==> src/rtl/systolic_conv_pkg.sv <==
// Shared types, default sizes and arithmetic helpers for the systolic 2-D convolution engine.
// sat_add is only referenced when SYSTOLIC_CONV_SAT_EN is defined.
package systolic_conv_pkg;

    localparam int unsigned DefDw = 8;
    localparam int unsigned DefK  = 2;
    localparam int unsigned DefN  = 3;

    typedef enum logic [2:0] {
        StIdle,
        StLoadW,
        StStream,
        StFlush,
        StDrain
    } state_e;

    // Minimum 1-bit width for an index over n entries.
    function automatic int unsigned idx_w(input int unsigned n);
        return (n > 1) ? $clog2(n) : 1;
    endfunction

    // Signed add clamped to the w-bit two's-complement range (w <= 64).
    function automatic logic signed [63:0] sat_add(input logic signed [63:0] a,
                                                   input logic signed [63:0] b,
                                                   input int unsigned w);
        logic signed [64:0] s;
        logic signed [64:0] hi;
        logic signed [64:0] lo;
        s  = {a[63], a} + {b[63], b};
        hi = (65'sd1 <<< (w - 1)) - 65'sd1;
        lo = -hi - 65'sd1;
        if (s > hi) return hi[63:0];
        if (s < lo) return lo[63:0];
        return s[63:0];
    endfunction

endpackage

==> src/rtl/systolic_conv2d_if.sv <==
// Stream/control bundle of the systolic 2-D convolution engine.
// slave is the engine side, master is the feeder/writer side.
interface systolic_conv2d_if
    import systolic_conv_pkg::*;
#(
    parameter int unsigned DW = DefDw,
    parameter int unsigned AW = 2 * DW + 4
);
    logic                 start;
    logic signed [DW-1:0] in_data;
    logic                 in_valid;
    logic                 in_ready;
    logic signed [AW-1:0] out_data;
    logic                 out_valid;
    logic                 out_ready;
    logic                 busy;
    logic                 done;

    modport master (
        output start, in_data, in_valid, out_ready,
        input  in_ready, out_data, out_valid, busy, done
    );

    modport slave (
        input  start, in_data, in_valid, out_ready,
        output in_ready, out_data, out_valid, busy, done
    );
endinterface

==> src/rtl/sa_pe.sv <==
// One output-stationary PE: multiply pixel by weight and accumulate into an AW-bit register.
// Build option: SYSTOLIC_CONV_SAT_EN saturates the accumulation, otherwise it wraps.
module sa_pe
    import systolic_conv_pkg::*;
#(
    parameter int unsigned DW = DefDw,
    parameter int unsigned AW = 2 * DW + 4
) (
    input  logic                 clk,
    input  logic                 rst,
    input  logic                 en,
    input  logic                 clr,
    input  logic signed [DW-1:0] pixel,
    input  logic signed [DW-1:0] weight,
    output logic signed [AW-1:0] acc
);
    logic signed [2*DW-1:0] prod;
    logic signed [AW-1:0]   addend;
    logic signed [AW-1:0]   acc_d;
    logic signed [AW-1:0]   acc_q;

    assign prod   = pixel * weight;
    assign addend = AW'(prod);

`ifdef SYSTOLIC_CONV_SAT_EN
    assign acc_d = AW'(sat_add(64'(acc_q), 64'(addend), AW));
`else
    assign acc_d = acc_q + addend;
`endif

    always_ff @(posedge clk) begin
        if (rst || clr) begin
            acc_q <= '0;
        end else if (en) begin
            acc_q <= acc_d;
        end
    end

    assign acc = acc_q;
endmodule

==> src/rtl/systolic_conv2d.sv <==
// Output-stationary systolic 2-D convolution: kernel load, raster pixel stream, raster drain.
// Build option: SYSTOLIC_CONV_SAT_EN selects saturating accumulation (default wraps).
module systolic_conv2d
    import systolic_conv_pkg::*;
#(
    parameter int unsigned DW = DefDw,
    parameter int unsigned AW = 2 * DW + 4,
    parameter int unsigned K  = DefK,
    parameter int unsigned N  = DefN
) (
    input logic              clk,
    input logic              rst,
    systolic_conv2d_if.slave bus
);
    localparam int unsigned M   = N - K + 1;
    localparam int unsigned WIW = idx_w(K * K);
    localparam int unsigned NW  = idx_w(N);
    localparam int unsigned DIW = idx_w(M * M);

    state_e state_q, state_d;
    logic clr, in_ready, in_fire, out_valid, out_fire, last_pix, last_out;
    logic mac_v_q, done_q;
    logic [WIW-1:0] widx_q;
    logic [NW-1:0] row_q, col_q, mac_row_q, mac_col_q;
    logic [DIW-1:0] didx_q;
    logic signed [DW-1:0] mac_pix_q;
    logic signed [DW-1:0] kern_q [K*K];
    logic signed [AW-1:0] acc [M*M];

    assign in_ready  = (state_q == StLoadW) || (state_q == StStream);
    assign in_fire   = bus.in_valid && in_ready;
    assign out_valid = (state_q == StDrain);
    assign out_fire  = out_valid && bus.out_ready;
    assign last_pix  = (row_q == NW'(N - 1)) && (col_q == NW'(N - 1));
    assign last_out  = (didx_q == DIW'(M * M - 1));

    assign bus.in_ready  = in_ready;
    assign bus.out_valid = out_valid;
    assign bus.out_data  = out_valid ? acc[didx_q] : '0;
    assign bus.busy      = (state_q != StIdle);
    assign bus.done      = done_q;

    always_comb begin
        state_d = state_q;
        clr     = 1'b0;
        unique case (state_q)
            StIdle: begin
                if (bus.start) begin
                    state_d = StLoadW;
                    clr     = 1'b1;
                end
            end
            StLoadW:  if (in_fire && widx_q == WIW'(K * K - 1)) state_d = StStream;
            StStream: if (in_fire && last_pix) state_d = StFlush;
            StFlush:  state_d = StDrain;
            StDrain:  if (out_fire && last_out) state_d = StIdle;
            default:  state_d = StIdle;
        endcase
    end

    always_ff @(posedge clk) begin
        if (rst) begin
            state_q   <= StIdle;
            widx_q    <= '0;
            row_q     <= '0;
            col_q     <= '0;
            didx_q    <= '0;
            mac_v_q   <= 1'b0;
            mac_pix_q <= '0;
            mac_row_q <= '0;
            mac_col_q <= '0;
            done_q    <= 1'b0;
            kern_q    <= '{default: '0};
        end else begin
            state_q <= state_d;
            done_q  <= out_fire && last_out;
            // One-stage MAC pipeline: the PE adds one cycle after the pixel is accepted.
            mac_v_q <= in_fire && (state_q == StStream);
            if (in_fire && state_q == StStream) begin
                mac_pix_q <= bus.in_data;
                mac_row_q <= row_q;
                mac_col_q <= col_q;
                if (col_q == NW'(N - 1)) begin
                    col_q <= '0;
                    row_q <= row_q + NW'(1);
                end else begin
                    col_q <= col_q + NW'(1);
                end
            end
            if (in_fire && state_q == StLoadW) begin
                kern_q[widx_q] <= bus.in_data;
                widx_q         <= widx_q + WIW'(1);
            end
            if (out_fire) didx_q <= last_out ? '0 : didx_q + DIW'(1);
            if (clr) begin
                widx_q <= '0;
                row_q  <= '0;
                col_q  <= '0;
                didx_q <= '0;
            end
        end
    end

    for (genvar i = 0; i < int'(M); i++) begin : g_row
        for (genvar j = 0; j < int'(M); j++) begin : g_col
            logic signed [DW-1:0] wsel;

            // PE(i,j) uses tap (r-i, c-j) only where that tap lies inside the kernel.
            always_comb begin
                wsel = '0;
                for (int kr = 0; kr < int'(K); kr++) begin
                    for (int kc = 0; kc < int'(K); kc++) begin
                        if (mac_row_q == NW'(i + kr) && mac_col_q == NW'(j + kc)) begin
                            wsel = kern_q[WIW'(kr * int'(K) + kc)];
                        end
                    end
                end
            end

            sa_pe #(
                .DW(DW),
                .AW(AW)
            ) u_pe (
                .clk   (clk),
                .rst   (rst),
                .en    (mac_v_q),
                .clr   (clr),
                .pixel (mac_pix_q),
                .weight(wsel),
                .acc   (acc[i * int'(M) + j])
            );
        end
    end
endmodule

==> src/flat_wrapper.sv <==
// flat-port wrapper written by rule: the top's interface ports become plain ports
module systolic_conv2d_flat import systolic_conv_pkg::*;
#(
    parameter int unsigned DW = DefDw,
    parameter int unsigned AW = 2 * DW + 4,
    parameter int unsigned K  = DefK,
    parameter int unsigned N  = DefN
)
  (clk, rst, bus_start, bus_in_data, bus_in_valid, bus_out_ready, bus_in_ready, bus_out_data, bus_out_valid, bus_busy, bus_done);
  systolic_conv2d_if #(.DW(DW), .AW(AW)) bus_i ();
  input logic clk;
  input logic rst;
  input wire logic [$bits(bus_i.start)-1:0] bus_start;
  input wire logic [$bits(bus_i.in_data)-1:0] bus_in_data;
  input wire logic [$bits(bus_i.in_valid)-1:0] bus_in_valid;
  input wire logic [$bits(bus_i.out_ready)-1:0] bus_out_ready;
  output wire logic [$bits(bus_i.in_ready)-1:0] bus_in_ready;
  output wire logic [$bits(bus_i.out_data)-1:0] bus_out_data;
  output wire logic [$bits(bus_i.out_valid)-1:0] bus_out_valid;
  output wire logic [$bits(bus_i.busy)-1:0] bus_busy;
  output wire logic [$bits(bus_i.done)-1:0] bus_done;
  assign bus_i.start = bus_start;
  assign bus_i.in_data = bus_in_data;
  assign bus_i.in_valid = bus_in_valid;
  assign bus_i.out_ready = bus_out_ready;
  assign bus_in_ready = bus_i.in_ready;
  assign bus_out_data = bus_i.out_data;
  assign bus_out_valid = bus_i.out_valid;
  assign bus_busy = bus_i.busy;
  assign bus_done = bus_i.done;
  systolic_conv2d #(.DW(DW), .AW(AW), .K(K), .N(N)) u_core (.clk(clk), .rst(rst), .bus(bus_i));
endmodule
==> config.mk <==
export PLATFORM = sky130hd
export DESIGN_NAME = systolic_conv2d_flat
export DESIGN_NICKNAME = d
export VERILOG_FILES = /design/src/rtl/systolic_conv_pkg.sv /design/src/rtl/systolic_conv2d_if.sv /design/src/rtl/sa_pe.sv /design/src/rtl/systolic_conv2d.sv /design/src/flat_wrapper.sv
export SDC_FILE = /design/constraint.sdc
export NUM_CORES = 1
export LEC_CHECK = 0
export CORE_MARGIN = 2
export CORE_UTILIZATION = 39
export DETAILED_ROUTE_END_ITERATION = 7
export PLACE_DENSITY = 0.52
export SYNTH_ARGS = -nofsm -noshare
export SYNTH_HDL_FRONTEND = slang
export SYNTH_HIERARCHICAL = 1
export SYNTH_SLANG_ARGS = --single-unit
==> constraint.sdc <==
create_clock -name clk -period 7.2 [get_ports clk]
set_input_delay 1.08 -clock clk [delete_from_list [all_inputs] [get_ports clk]]
set_output_delay 1.08 -clock clk [all_outputs]
set_load 0.01 [all_outputs]
After elaboration in Yosys (flattened, before gate mapping)
Index checks and enable logic that the tools add are counted.
- $add $sub $neg: 8
- $mul: 4
- $lt $le $gt $ge: 3
- equality and inequality tests: 16
- multiplexer cells: 32
- bitwise operators: 2
- reductions and logical operators: 27
- operators with widths (kind ; count):
    two-way mux 8 bit ; 17
    adder 20 x 16 -> 20 bit ; 4
    multiplier 8 x 8 -> 16 bit ; 4
    two-way mux 20 bit ; 3
    binary-select mux 20 bit (select 2 bit) ; 1
    bitwise mux 32 bit ; 1
    logical AND 1 bit ; 18
    demux 8 bit (select 2 bit) ; 1
    case mux 3 bit (5 select lines) ; 1
    equality test 2 bit (second input constant) ; 6
    two-way mux 3 bit ; 4
    adder 2 x 1 -> 2 bit (second input constant) ; 4
    inequality test 2 bit (second input constant) ; 4
    equality test 3 x 2 -> 1 bit (second input constant) ; 2
    >= comparator 3 bit (second input constant) ; 2
    NOT 2 -> 3 bit ; 2
    equality test 2 x 1 -> 1 bit (second input constant) ; 2
    zero test 2 bit ; 2
    two-way mux 2 bit ; 2
    AND reduction 4 bit ; 1
    equality test 3 x 1 -> 1 bit (second input constant) ; 1
    equality test 3 bit (second input constant) ; 1
    zero test 3 bit ; 1
    < comparator 3 x 1 -> 1 bit (second input constant) ; 1
    other kinds (5) ; 7
- bits in registers: 137
- input port bits: 13
- output and inout bits: 24
- word-level logic and storage cells: 110

Depth between registers and ports, before layout
Gate-level depths: netlist of the first run.
- depth after elaboration: 8
- gate-level depth with buffers: 24
- gate-level depth less buffers: 20

Modules after synthesis
Netlist of the first run, hierarchy kept.
- modules (own cells, without submodules) (module ; times used ; cells an instance ; area an instance (sq um) ; seq. area each (sq um)):
    sa_pe (u_core.g_row[0].g_col[0].u_pe) ; 1 ; 457 ; 4395.5 ; 400.4
    sa_pe (u_core.g_row[1].g_col[0].u_pe) ; 1 ; 449 ; 4327.9 ; 400.4
    sa_pe (u_core.g_row[0].g_col[1].u_pe) ; 1 ; 444 ; 4311.6 ; 400.4
    sa_pe (u_core.g_row[1].g_col[1].u_pe) ; 1 ; 440 ; 4285.4 ; 400.4
    systolic_conv2d ; 1 ; 282 ; 2824.0 ; 820.8

Least setup slack after synthesis of the first run
OpenSTA, ideal clock, no wires.
- path kind: reg-to-reg
- start: reg u_core.mac_col_q[0]
- end: reg u_core.g_row[1].g_col[1].u_pe.acc_q[15]
- library setup time: 123 ps
- data arrival time: 5942 ps
- data required time: 7077 ps
- setup slack: 1136 ps
- cell stages (with the launch flop): 22
- path buffers: 3
- period minus slack after synthesis: 6064 ps
- path through: dfxtp_1 -> clkbuf_2 -> and4bb_2 -> buf_2 -> buf_6 -> a22o_1 -> and2_1 -> inv_1 -> fa_1 -> inv_1 -> fa_1 -> fa_1 -> fa_1 -> fa_1 -> ha_1 -> and2_1 -> a221o_2 -> o211ai_2 -> a311oi_2 -> nor2_1 -> xor2_1 -> o21ai_0
- word-level cells in the longest chain between the ends: 8
- elaborated cells on any way between the ends: 10
- classes of those cells: 1 x add/sub; 1 x mul; 2 x eq/ne; 4 x mux; 2 x reduce/logical
- RTL lines (item ; RTL line ; source):
    start, declared ; systolic_conv2d.sv:24 ; logic [NW-1:0] row_q, col_q, mac_row_q, mac_col_q;
    start signal, assigned ; systolic_conv2d.sv:82 ; mac_col_q <= col_q;
    equality test 2 x 1 -> 1 bit ; systolic_conv2d.sv:113 ; if (mac_row_q == NW'(i + kr) && mac_col_q == NW'(j + kc)) begin
    logical AND 1 bit ; systolic_conv2d.sv:113 ;
    two-way mux 8 bit ; systolic_conv2d.sv:113 ;
    two-way mux 8 bit * (3 in a row) ; systolic_conv2d.sv:113 ;
    named net u_core.g_row[1].g_col[1].wsel[0] ; systolic_conv2d.sv:106 ; logic signed [DW-1:0] wsel;
    multiplier 8 x 8 -> 16 bit * ; sa_pe.sv:22 ; assign prod = pixel * weight;
    adder 20 x 16 -> 20 bit * ; sa_pe.sv:28 ; assign acc_d = acc_q + addend;
    end signal, assigned ; sa_pe.sv:33 ; acc_q <= '0;
    end signal, assigned ; sa_pe.sv:35 ; acc_q <= acc_d;
    end, declared ; sa_pe.sv:20 ; logic signed [AW-1:0] acc_q;
Mark *: on every way through the listed nets, which the timed path passes. The rest lies on a longest branch. The select of a mux whose other input is x is not followed.
A chain may end at the register's enable or synchronous reset.

Worst setup path in the final report of the first run
- start: reg u_core.mac_col_q[0]
- end: reg u_core.g_row[0].g_col[1].u_pe.acc_q[19]
- word-level cells in the longest chain between the ends: 8
- elaborated cells on any way between the ends: 10
- classes of those cells: 1 x add/sub; 1 x mul; 2 x eq/ne; 4 x mux; 2 x reduce/logical
- RTL lines (item ; RTL line):
    equality test 2 x 1 -> 1 bit ; systolic_conv2d.sv:113
    logical AND 1 bit ; systolic_conv2d.sv:113
    two-way mux 8 bit ; systolic_conv2d.sv:113
    two-way mux 8 bit * (3 in a row) ; systolic_conv2d.sv:113
    named net u_core.g_row[0].g_col[1].wsel[0] ; systolic_conv2d.sv:106
    multiplier 8 x 8 -> 16 bit * ; sa_pe.sv:22
    adder 20 x 16 -> 20 bit * ; sa_pe.sv:28
    end signal, assigned ; sa_pe.sv:33
    end signal, assigned ; sa_pe.sv:35
    end, declared ; sa_pe.sv:20
Marks and branches as above.

==> summary.txt, run 1 <==
Status
  • Run status: finished, final reports clean

Logic synthesis
  • Ys async rst share: 0%
  • EDFF count, synth: 0
  • Synth area leaders: fa_1 35%, dfxtp_1 12%, ha_1 12%, inv_1 7.4%, and2_1 4.3%
  • Syn avg cell area: about 10 µm²
  • Register area share after synthesis: 12.0%
  • Synth unique cells: 80
  • Synth Flop Type: dfxtp_1
  • Post-Syn Area: 20100 µm²
  • Most area-hungry cell type in the Yosys netlist: fa_1
  • Gate Count Post-Synth: between 2k and 2.5k
  • Post-synth top area share: 35.0%
  • Synth Warn #: 6
  • Post-synth net total: 2626
  • #FFs+latches synth: 121

Detailed routing
  • DR WL/cell: 18.7 µm
  • Drt initial violations: 765
  • Detailed-route via count: 14.2k
  • Vias per cell: between 5 and 6
  • DRT Wirelength: between 50000 and 60000 µm
  • First-pass iteration count of the detailed router: 5
  • Post-route ant nets: 0
  • Number of remaining DRC errors: 0

Setup path
  • Kind of critical path: flop to flop
  • Worst setup EP type: flop
  • WP data required: 7.54 ns
  • RR Startpoint: u_core/mac_col_q[0]
  • FF-to-FF setup slack: 0.57 ns
  • Setup crit start: u_core/mac_col_q[0]
  • Crit path to: u_core/g_row[0].g_col[1].u_pe/acc[19]
  • Critical Path Start Type: flop
  • Worst endpoint data arrival time: 6.97 ns
  • Worst reg-to-reg path cell count: 18
  • Worst-path maximum fanout: 16
  • Worst R2R End: u_core/g_row[0].g_col[1].u_pe/acc[19]

Timing
  • Slew headroom: 22.2%
  • Setup TNS: 0 ns
  • Worst Tran Pin Value: 1.16 ns
  • Slew Limit Fails: 0
  • RSZ-0062 raised after global routing: false
  • Worst Setup Slack, final: 0.568 ns
  • Final Skew: 0.0109 ns
  • Final Critical Period: about 6.6 ns
  • Finish-stage setup viols: 0
  • Fin. Hold Viols: 0
  • Fmax: 151 MHz
  • Period utilization: 92.1%

Floorplanning
  • FP Rows: 83
  • Initial core utilization: between 30 and 40%
  • Area of the die: 53500 µm²
  • IO Pins: 37
  • Die Y-Extent: 231 µm
  • Placeable Area: 51200 µm²
  • Die width: 231 µm

Clock network
  • CTS root buf: clkbuf_16
  • # H-tree levels: 4
  • Clock sink total: 121
  • Clock latency on the worst-skew pair: between 0.4 and 0.5 ns
  • Hold_buf cts: 0
  • Post-CTS Setup Inserts: 0
  • CTS clk-pin slew, worst paths: around 0.060 ns
  • Cts repair resizes: 0
  • CTS tree: yes
  • Clk buf depth: 2
  • Total CTS buffers: 17

Job
  • MaxCap Viol Count: 0

Pwr
  • Switching share of power: 31.0%
  • Clock power frac: 47.1%
  • Internal Pwr Total: between 0.001 and 0.0015 W
  • Sw power: about 0.00061 W
  • Combinational share of power: 15.9%
  • Cell Pwr Density: about 89 nW/µm²
  • Maximum VDD drop: 0.165 mV
  • Cell leakage power: 11.0 nW
  • Reg power frac: 37.0%

Global routing
  • Largest net degree at the start of global routing: 50
  • First-pass GRT wire length: around 87000 µm
  • Total Routing Usage GR: 20.9%
  • Number of global-route vias before repair: 15.6k
  • Initial antenna violation count: 2
  • Grt total ovfl: 0

Hold path
  • Min-Delay Path Class: flop to flop
  • Hold Startpoint: u_core/mac_pix_q[7]
  • Hold depth: 2

Placed design
  • Routability congestion estimate: roughly 0.84
  • Detailed Place HPWL: around 44000 µm
  • Port Buffer Count: 36
  • Place WS: slightly above 0.6 ns

Final layout
  • Commonest non-fill, non-tap cell in the layout: inv_1
  • Most frequent cells in the layout: 396 x inv_1, 352 x fa_1, 189 x ha_1
  • Share of cells above drive strength 1: 5.87%
  • Fin nets: approximately 2.7k
  • P&R area growth vs syn: 8.77%
  • Ant diodes: 0
power groups by stage:
stage / clock network [W] / logic, W / registers (W)
2_1_floorplan: 0 / 0.000224 / 0.000718
3_3_place_gp: 0 / 0.000309 / 0.000739
3_5_place_dp: 0 / 0.000314 / 0.000740
4_1_cts: 0.000944 / 0.000316 / 0.000725
5_1_grt: 0.000964 / 0.000348 / 0.000728
6_report: 0.000923 / 0.000311 / 0.000726
Yosys cell counts (5+ instances only):
library cell  count
nand4b_1          5
a31oi_1           9
and2_1          139
o21bai_1          7
dfxtp_1         121
o21ai_1          11
xor2_1           15
o21a_1            7
nand3b_1         13
mux4_2           20
or3_1             9
nor2_1           86
a21oi_1          55
mux2i_1          61
buf_6             5
buf_2            12
a211oi_1         16
nand4_1           7
o21ai_0          25
o31ai_1           5
a22o_1           33
fa_1            352
nand2b_1         35
nor3_1            7
nand3_1          28
buf_4             6
xnor2_1          54
inv_1           396
ha_1            189
o211ai_1         11
nor4_1            5
clkbuf_1         27
a21o_1           24
nand2_1         150
nor2b_1          46
state kept, by name, indices dropped and copies added, names as in the netlist:
name / flops
u_core/g_row.g_col.u_pe/acc: 80
u_core/kern_q: 16
u_core/mac_pix_q: 8
u_core/state_q: 3
u_core/col_q: 2
u_core/didx_q: 2
u_core/mac_col_q: 2
u_core/mac_row_q: 2
u_core/row_q: 2
u_core/widx_q: 2
u_core/bus.done: 1
u_core/mac_v_q: 1
per-layer routing:
metal	GRT usage, %	vias to the layer above	share of wire (%)
met2	36.8	174	51
met4	4.84	2	1.5
met1	27.5	7301	46
met3	2.05	50	2.1
met5	0	-	0.019
li1	-	6676	-
worst max-delay path, cell delays in order (launching register included):
cell and delay [ns]:
dfxtp_1 0.58, nor4b_4 0.72, a22o_1 0.43, and2_1 0.18, buf_4 0.26, inv_1 0.09, fa_1 0.48, inv_1 0.05
fa_1 0.53, fa_1 0.44, fa_1 0.58, fa_1 0.43, ha_1 0.35, o21ai_0 0.13, nor2_1 0.16, a2111oi_4 0.48
nor3_2 0.09, o2111a_1 0.24, a311o_1 0.31
logic make-up (layout without fill, tap and decap cells):
| kind of cell | Yosys count | after routing | share of synthesized area, % |
|---|---|---|---|
| AOI/OAI and AO/OA | 237 | 237 | 8.50 |
| muxes | 85 | 85 | 5.49 |
| and+or+nand+nor | 568 | 568 | 15.5 |
| DFF | 121 | 121 | 12.0 |
| xor gates and xnor gates | 69 | 69 | 3.00 |
| buffers and inverters | 451 | 493 | 8.78 |
| adders and majority gates | 541 | 541 | 46.7 |
area by class of cell:
type | count | area, µm²
timing repair buffer | 65 | 578
tap | 680 | 851
sequential | 121 | 2430
multi-input combinational | 1500 | 16000
fill | 4928 | 29300
clock inverter | 15 | 191
inverter | 396 | 1490
clock buffer | 17 | 425
through the flow:
stage          hold slack (ns)  cell area (µm²)  util, %  power (W)  std cells
2_1_floorplan            0.445            20100        -   0.000942       2072
3_3_place_gp             0.452            21300     41.6    0.00105       2762
3_5_place_dp             0.468            21300     41.6    0.00105       2762
4_1_cts                  0.477            21900     42.8    0.00199       2794
5_1_grt                  0.501            21900     42.8    0.00204       2794
6_report                 0.471            21900     42.8    0.00196       2794
how the worst min path moves through the flow:
| stage | slack (ns) | endpoint |
|---|---|---|
| floorplan | 0.45 | u_core/mac_row_q[1] |
| global placement | 0.45 | u_core/mac_pix_q[7] |
| detailed placement | 0.47 | u_core/mac_pix_q[7] |
| CTS | 0.48 | u_core/mac_pix_q[7] |
| global route | 0.50 | u_core/mac_pix_q[7] |
| finish | 0.47 | u_core/mac_pix_q[7] |
No activity file was read; power rests on OpenSTA's default activity.
==> run 2: changes to the inputs <==
- ABC_CLOCK_PERIOD_IN_PS: not set -> 7200
==> results of run 2 <==
Final layout, timing and power as in run 1 (identical DEF).
==> run 3: changes to the inputs <==
- ABC_AREA: not set -> 1
- ABC_CLOCK_PERIOD_IN_PS: 7200 -> 8200
- CELL_PAD_IN_SITES_DETAIL_PLACEMENT: not set -> 1
- CELL_PAD_IN_SITES_GLOBAL_PLACEMENT: not set -> 1
- PLACE_DENSITY: 0.52 -> 0.67
- clock period: 7.2 -> 8.2 ns (I/O delays scaled with it)
==> summary.txt, run 3 <==
Status
  • Run status: finished, final reports clean

Clock network
  • CTS clk-pin slew, worst paths: roughly 0.07 ns
  • CTS tree: yes
  • Post-CTS Setup Inserts: 0
  • # H-tree levels: 4
  • Hold_buf cts: 0
  • Clk buf depth: 2
  • CTS root buf: clkbuf_16
  • Cts repair resizes: 0
  • Total CTS buffers: 17
  • Clock sink total: 121
  • Clock latency on the worst-skew pair: 0.49 ns

Pwr
  • Reg power frac: between 30% and 40%
  • Combinational share of power: 35.4%
  • Internal Pwr Total: 0.00137 W
  • Sw power: 0.000991 W
  • Cell Pwr Density: 105 nW/µm²
  • Cell leakage power: roughly 13 nW
  • Maximum VDD drop: 0.204 mV
  • Switching share of power: between 40 and 50%
  • Clock power frac: 34.5%

Final layout
  • Share of cells above drive strength 1: 3.99%
  • Largest register FFs: 80
  • Most frequent cells in the layout: 718 x inv_1, 542 x nand2_1, 352 x fa_1
  • Fin nets: 3326
  • Commonest non-fill, non-tap cell in the layout: inv_1
  • Ant diodes: 0
  • P&R area growth vs syn: 7.68%
  • Post-Layout Cell Count: 3473
  • Post-route design area: 22500 µm²

Floorplanning
  • FP Rows: 84
  • Initial core utilization: between 30% and 40%
  • Die width: about 240 µm
  • IO Pins: 37
  • Die Y-Extent: 235 µm
  • Area of the die: 55400 µm²
  • Placeable Area: 52800 µm²

Placed design
  • Detailed Place HPWL: approximately 52000 µm
  • Post-DP Area: ~22000 µm²
  • Port Buffer Count: 36
  • Place WS: 1.90 ns
  • Routability congestion estimate: 0.887
  • Placed Cells: 3441

Setup path
  • WP data required: between 8 and 9 ns
  • Critical Path Start Type: flop
  • Worst endpoint data arrival time: 6.63 ns
  • Worst-path maximum fanout: 16
  • Worst setup EP type: flop
  • Kind of critical path: flop to flop

Logic synthesis
  • Post-synth top area share: 33.7%
  • Ys async rst share: 0%
  • Synth unique cells: 41
  • Most frequent cells after synthesis: 718 x inv_1, 542 x nand2_1, 352 x fa_1
  • Gate Count Post-Synth: ~2.8k
  • Synth Warn #: 6
  • Most frequent cell after synthesis: inv_1
  • Syn avg cell area: 7.49 µm²
  • Synth Flop Type: dfxtp_1
  • EDFF count, synth: 0
  • #FFs+latches synth: 121
  • Post-Syn Area: 20900 µm²
  • Most area-hungry cell type in the Yosys netlist: fa_1
  • Register area share after synthesis: 11.6%
  • Synth area leaders: fa_1 34%, inv_1 13%, dfxtp_1 12%, ha_1 11%, nand2_1 9.7%
  • Post-synth net total: 3344

Detailed routing
  • DRT Wirelength: approximately 63000 µm
  • Post-route ant nets: 0
  • Vias per cell: 4.99
  • DR WL/cell: 18.2 µm
  • Drt initial violations: 831
  • First-pass iteration count of the detailed router: 5
  • Detailed-route via count: about 17k
  • Number of remaining DRC errors: 0

Timing
  • Finish-stage setup viols: 0
  • Fmax: 160 MHz
  • Worst Tran Pin Value: 1.15 ns
  • Fin. Hold Viols: 0
  • Worst Setup Slack, final: 1.96 ns
  • Final Skew: 0.0132 ns
  • RSZ-0062 raised after global routing: false
  • Slew headroom: 23.0%
  • Worst hold slack: 0.484 ns
  • Period utilization: 76.1%
  • Slew Limit Fails: 0
  • Setup TNS: 0 ns
  • Final Critical Period: 6.24 ns

Global routing
  • Initial antenna violation count: 2
  • Total Routing Usage GR: 24.2%
  • Number of global-route vias before repair: 19.4k
  • Grt total ovfl: 0
  • Largest net degree at the start of global routing: 44
  • First-pass GRT wire length: 105000 µm

Hold path
  • Min-Delay Path Class: flop to flop

Job
  • MaxCap Viol Count: 0
==> run 3: cell types whose count changed after synthesis, sizes merged, moves of 57 or more <==
cell and delta:
a21oi +84, clkbuf +57, mux2i -61, o21ai +90, and2 -136, nand2 +406, inv +329, nor2 +174
nand3 +66
==> run 3: power groups by stage <==
| stage | Combinational, W | Sequential (W) | Clock (W) |
|---|---|---|---|
| finish | 0.000835 | 0.000708 | 0.000814 |
| global route | 0.000947 | 0.000715 | 0.000855 |
| CTS | 0.000847 | 0.000709 | 0.000836 |
| detailed placement | 0.000841 | 0.000722 | 0 |
| global placement | 0.000812 | 0.000719 | 0 |
| floorplan | 0.000595 | 0.000681 | 0 |
==> run 3: layout make-up <==
type,count,area (µm²)
clock buffers,20,447
inverters,726,2730
well taps,688,861
fillers,6612,30300
clock inverters,12,141
multi-input cells,1840,15300
repair buffers,66,586
flip-flops and latches,121,2430
==> run 3: critical path, stage by stage (launching register included) <==
cell and delay [ns]:
dfxtp_1 0.34, inv_1 0.07, nor2_1 0.15, nand2_1 0.35, o22ai_1 0.70, nand2_1 0.19
inv_1 0.66, fa_1 0.59, fa_1 0.51, fa_1 0.57, fa_1 0.42, ha_1 0.29
ha_1 0.34, nand2_1 0.13, inv_1 0.06, a21oi_2 0.17, inv_1 0.07, nand2_1 0.05
nand3b_1 0.13, nand2_1 0.09, nand2_1 0.05, o21ai_1 0.14, inv_1 0.05
==> run 3: cell families (layout without fill, tap and decap cells) <==
kind of cell / after synthesis / after routing / synth area share, %
xor gates and xnor gates: 39 / 39 / 1.63
AOI/OAI and AO/OA: 315 / 315 / 8.08
buffers and inverters: 829 / 824 / 15.1
and+or+nand+nor: 945 / 945 / 18.5
DFF: 121 / 121 / 11.6
adders and majority gates: 541 / 541 / 45.0
==> run 3: stage by stage <==
stage | power (W) | util, %
floorplan | 0.00128 | -
global placement | 0.00153 | 41.5
detailed placement | 0.00156 | 41.5
CTS | 0.00239 | 42.6
global route | 0.00252 | 42.6
finish | 0.00236 | 42.6
==> run 3: worst paths after layout <==
path | endpoint | from | cells after the start | slack (ns)
max | u_core/g_row[1].g_col[0].u_pe/acc[15] | u_core/mac_row_q[0] | 22 | 1.96
min | u_core/col_q[0] | u_core/col_q[0] | 2 | 0.48
max reg2reg | u_core/g_row[1].g_col[0].u_pe/acc[15] | u_core/mac_row_q[0] | 22 | 1.96
min reg2reg | u_core/col_q[0] | u_core/col_q[0] | 2 | 0.48
==> run 3: metal layers <==
layer  GRT usage (%)  vias to the layer above  share of wire, %
met1            31.1                     8820                45
met3            2.59                       72               2.3
met5               0                        -                 0
met2            42.3                      225                50
li1                -                     8212                 -
met4            8.40                        0               3.0
